--- config.mk ---
export PLATFORM = sky130hd
export DESIGN_NAME = weight_buffer_loader
export DESIGN_NICKNAME = d
export VERILOG_FILES = /design/src/rtl/weight_buffer_loader.sv
export SDC_FILE = /design/constraint.sdc
export NUM_CORES = 2
export LEC_CHECK = 0
export ABC_AREA = 0
export CAP_MARGIN = 25
export CORE_MARGIN = 3
export CORE_UTILIZATION = 30
export DETAILED_ROUTE_END_ITERATION = 7
export SLEW_MARGIN = 20
export SYNTH_ARGS = -nofsm -noshare
export SYNTH_HDL_FRONTEND = slang
export SYNTH_SLANG_ARGS = --single-unit
--- constraint.sdc ---
create_clock -name clk -period 136.4 [get_ports clk]
set_input_delay 20.46 -clock clk [delete_from_list [all_inputs] [get_ports clk]]
set_output_delay 20.46 -clock clk [all_outputs]
set_load 0.05 [all_outputs]
--- src/rtl/weight_buffer_loader.sv ---
// Weight buffer loader: packs psys weight words into one buffer row and writes rows in order.
// Optional running checksum of accepted words, enabled by WEIGHT_LOADER_CHECKSUM_EN.
module weight_buffer_loader #(
    parameter int dataWidth    = 32,
    parameter int featureLen   = 256,
    parameter int psys         = 24,
    parameter int addressWidth = $clog2(featureLen*featureLen/psys)
) (
    input  logic                      clk,
    input  logic                      rst,
    input  logic                      start,
    input  logic [addressWidth-1:0]   num_rows,
    input  logic                      in_valid,
    input  logic [dataWidth-1:0]      in_data,
    output logic                      in_ready,
    output logic                      wr_en,
    output logic [addressWidth-1:0]   wr_addr,
    output logic [dataWidth*psys-1:0] wr_data,
    output logic                      busy,
    output logic                      done,
    output logic [dataWidth-1:0]      checksum
);

    localparam int LW = (psys > 1) ? $clog2(psys) : 1;
    localparam logic [LW-1:0] LANE_LAST = LW'(psys - 1);

    typedef enum logic [1:0] {
        IDLE = 2'd0,
        LOAD = 2'd1,
        DONE = 2'd2
    } state_t;

    state_t                      state_q, state_d;
    logic [LW-1:0]               lane_q, lane_d;
    logic [addressWidth-1:0]     row_q, row_d;
    logic [addressWidth-1:0]     nrows_q, nrows_d;
    logic [dataWidth*psys-1:0]   pack_q, pack_d;
    logic                        wr_en_q, wr_en_d;
    logic [addressWidth-1:0]     wr_addr_q, wr_addr_d;
    logic [dataWidth*psys-1:0]   wr_data_q, wr_data_d;
    logic                        done_q;
    logic                        accept;
    logic                        start_acc;

    assign in_ready  = (state_q == LOAD);
    assign accept    = in_valid && in_ready;
    assign start_acc = start && (state_q == IDLE);
    assign busy      = (state_q != IDLE);
    assign wr_en     = wr_en_q;
    assign wr_addr   = wr_addr_q;
    assign wr_data   = wr_data_q;
    assign done      = done_q;

    // Next-state logic: lane packing, row write issue and load sequencing
    always_comb begin
        state_d   = state_q;
        lane_d    = lane_q;
        row_d     = row_q;
        nrows_d   = nrows_q;
        pack_d    = pack_q;
        wr_en_d   = 1'b0;
        wr_addr_d = wr_addr_q;
        wr_data_d = wr_data_q;
        unique case (state_q)
            IDLE: begin
                if (start) begin
                    nrows_d = num_rows;
                    row_d   = '0;
                    lane_d  = '0;
                    state_d = (num_rows == '0) ? DONE : LOAD;
                end
            end
            LOAD: begin
                if (accept) begin
                    pack_d[lane_q*dataWidth +: dataWidth] = in_data;
                    if (lane_q == LANE_LAST) begin
                        wr_en_d   = 1'b1;
                        wr_addr_d = row_q;
                        wr_data_d = pack_d;
                        lane_d    = '0;
                        if (row_q == nrows_q - addressWidth'(1)) begin
                            state_d = DONE;
                        end else begin
                            row_d = row_q + addressWidth'(1);
                        end
                    end else begin
                        lane_d = lane_q + LW'(1);
                    end
                end
            end
            DONE: state_d = IDLE;
            default: state_d = IDLE;
        endcase
    end

    // State and datapath registers; reset discards any partial row
    always_ff @(posedge clk or posedge rst) begin
        if (rst) begin
            state_q   <= IDLE;
            lane_q    <= '0;
            row_q     <= '0;
            nrows_q   <= '0;
            pack_q    <= '0;
            wr_en_q   <= 1'b0;
            wr_addr_q <= '0;
            wr_data_q <= '0;
            done_q    <= 1'b0;
        end else begin
            state_q   <= state_d;
            lane_q    <= lane_d;
            row_q     <= row_d;
            nrows_q   <= nrows_d;
            pack_q    <= pack_d;
            wr_en_q   <= wr_en_d;
            wr_addr_q <= wr_addr_d;
            wr_data_q <= wr_data_d;
            done_q    <= (state_q == DONE);
        end
    end

`ifdef WEIGHT_LOADER_CHECKSUM_EN
    logic [dataWidth-1:0] sum_q, sum_d;

    // Running sum of accepted words, restarted by each accepted start
    always_comb begin
        sum_d = sum_q;
        if (start_acc) begin
            sum_d = '0;
        end else if (accept) begin
            sum_d = sum_q + in_data;
        end
    end

    // Checksum register
    always_ff @(posedge clk or posedge rst) begin
        if (rst) begin
            sum_q <= '0;
        end else begin
            sum_q <= sum_d;
        end
    end

    assign checksum = sum_q;
`else
    logic unused_start_acc;
    assign unused_start_acc = start_acc;
    assign checksum = '0;
`endif

endmodule

==> reports/metrics.yaml <==
outcome: "finished clean"
die-area_sq_um: 223000
crit_arrival_ns: 25.91
grt_pass1_wl_um: 344200
avgSynthCellArea_sq_um: 8.860
timing.final.hold_violations: 0
cts_buffers: 175
cts_root_buf: "clkbuf_16"
rows: 170
crit_required_ns: 137.18
layout_min_cycle_time_ns: 25.13
yosysTopAreaCell: "dfrtp_1"
power_density_nw_per_um2: 24.48
synthArstFlopShare: 1.000
synth_edf_count: 0
drt-total-wl_um: 235900
nFillCells: 21374
fp.coreArea_sq_um: 215500
cts.hold.buffers_added: 0
min_from: "pack_q[263]$_DFFE_PP0P_"
pin_count: 864
overflow: 0
synth.distinct_cells: 61
clk_pin_slew_worst_paths_ns: 0.06
cts_setup_buffers: 0
rr_endpoint: "wr_data[504]$_DFFE_PP0P_"
drtAntennaViolNets: 0
die_y_um: 472.2
hold_path_end: "pack_q[263]$_DFFE_PP0P_"
regToRegSetupSlack_ns: 131.15
startpoint_type: "primary input"
finalSetupViolCount: 0
period_share: 0.1842
vias: 53026
tightest_slew_ns: 1.121
ctsResizeCount: 0
rsz0062_at_grt: "no"
ys_ff_latch: 1581
end_kind: "asynchronous set/reset pin"
viasPerCell: 4.887
grt_max_degree: 256
htreeDepth: 4
worstReg2RegStart: "state_q[0]$_DFFE_PP0P_"
antenna_found_initial: 18
nets: 7917
critPathMaxFanout: 175
fin_setup_tns_ns: 0
synthCells: 7360
critical_path_class: "in2async"
fin_skew_ns: 0.03858
port_buffers: 831
yosysSeqAreaShare: 0.6067
cts_buffer_depth: 3
slew_headroom: 0.2527
hpwl_um: 156000
yosys_warnings: 0
yosys-top-cells-area: "dfrtp_1 61%, nand2_1 10%, o21ai_0 9.9%, a21oi_1 6.0%, nor2_1 4.5%"
grt_pass1_vias: 50148
synth_ff_type: "dfrtp_1"
drc: 0
fmax_ghz: 0.03979
synth_top_area_share: 0.6067
drtIter0Drc: 4899
hold_class: "reg2reg"
irDropWorstVdd_mv: 0.01958
cts_tree: "yes"
leakage_uw: 0.03367
whs_path_depth: 2
clock_latency_ns: 0.83
grtUsageTotal: 0.2065
die_w_um: 472.2
drive_gt1_frac: 0.05923
cts.sinks: 1581
max_cap_violations: 0
netlist_area_sq_um: 65210
place.gp.congestion: 0.8060
wl_per_cell_um: 21.74
maxSlewViolCount: 0
start_util: 0.3027
dr.pass1.iters: 7
r2r_cells: 8
area_growth_pct: 25.08
final_util: 0.3785
[report_power, final]
part	switching [uW]	internal [uW]
clock	203	284
combinational	561	215
sequential	118	616
[sequential cells by signal, summed over array words and instances (netlist names)]
name	cells
done	1
lane_q	5
nrows_q	12
pack_q	768
row_q	12
state_q	2
wr_addr	12
wr_data	768
wr_en	1
[cell type report]
cell class	instances	area, sq um	share of cell area
clock buffers	254	5250	0.06437
inverters	13	56.30	0.0006903
diodes	10	25.02	0.0003068
flip-flops and latches	1581	39560	0.4850
clock inverters	62	753.2	0.009235
multi-input cells	5140	23010	0.2821
well taps	2838	3551	0.04353
repair buffers	953	9356	0.1147
[cells by family after synthesis]
group	count (synthesis)	synth area share
flip-flops	1581	0.6067
AND/OR/NAND/NOR	2729	0.1633
buffers and inverters	670	0.04447
other	1	0.00005750
XOR/XNOR	15	0.002015
AO/OA/AOI/OAI	2356	0.1821
adder cells (fa/ha/maj)	5	0.0009593
multiplexers	3	0.0004605
[Yosys cell counts (3+ instances only)]
cell and n:
buf_1 8, o31ai_1 3, nor2_1 782, a21oi_1 781, nor3_1 4, nand3_2 8
clkbuf_1 436, dfrtp_1 1581, nor2b_1 5, nand3b_1 3, o21ai_1 257, xnor2_1 9
and2_1 8, or2_1 5, nor3_2 4, inv_1 13, nand2_1 1824, nand2b_1 13
buf_4 35, nor4_1 4, nand4_1 11, buf_6 5, mux2i_1 3, o21ai_0 1295
nand3_1 16, ha_1 5, or4_1 3, or3_1 22, xor2_1 6, buf_2 173
[routing by layer]
metal,vias to the layer above,GRT usage,routed length [um]
met3,336,0.03971,14740
met4,0,0.08184,9930
met1,25692,0.2867,105900
met2,1712,0.3173,105300
li1,25286,-,-
met5,-,0,0
[how the worst max path moves through the flow]
| stage | start | to | slack [ns] | cells past startpoint |
|---|---|---|---|---|
| 5_1_grt | rst | pack_q[346]$_DFFE_PP0P_ | 110.62 | 7 |
| 3_5_place_dp | rst | pack_q[343]$_DFFE_PP0P_ | 110.31 | 7 |
| 3_3_place_gp | rst | pack_q[343]$_DFFE_PP0P_ | 110.45 | 7 |
| 4_1_cts | rst | pack_q[346]$_DFFE_PP0P_ | 111.23 | 7 |
| 6_report | rst | wr_data[707]$_DFFE_PP0P_ | 111.27 | 7 |
| 2_1_floorplan | rst | done$_DFF_PP0_ | 71.33 | 1 |
[cell usage in the layout, fill, tap and decap left out, types with 5 or more instances in the layout]
cell	n
dfrtp_1	1581
nor2_1	781
diode_2	10
clkbuf_16	178
nand2_1	1815
nand2b_1	8
ha_1	5
nand2b_2	5
xor2_1	6
nand2_2	9
clkbuf_1	25
clkinvlp_4	8
clkinv_2	27
clkdlybuf4s50_1	831
nand3_2	10
or3_2	13
clkbuf_8	51
or3_1	9
buf_12	6
and2_1	7
or2_2	5
nand3_1	10
inv_1	12
o21ai_1	257
o21ai_0	1295
nor2b_1	5
bufinv_16	8
conb_1	32
xnor2_1	9
buf_4	112
a21oi_1	781
nand4_1	11
[critical path, stage by stage]
cell and delay (ns):
clkdlybuf4s50_1 0.49, inv_8 0.56, buf_12 0.65, buf_4 0.86
buf_4 0.77, buf_4 0.70, buf_12 0.57
[per-stage QoR]
stage	total power (uW)	instances	hold WS, ns	area [sq um]	setup WS, ns
final	1997	10851	0.4774	81570	111.27
after global routing	2100	10842	0.4981	81540	110.62
after CTS	2017	10837	0.4828	81430	111.23
after detailed placement	1522	10521	0.4696	75430	110.31
after global placement	1508	10520	0.4607	75410	110.45
after floorplan	1207	7391	0.4502	65330	71.33
No activity file was read; power rests on OpenSTA's default activity.
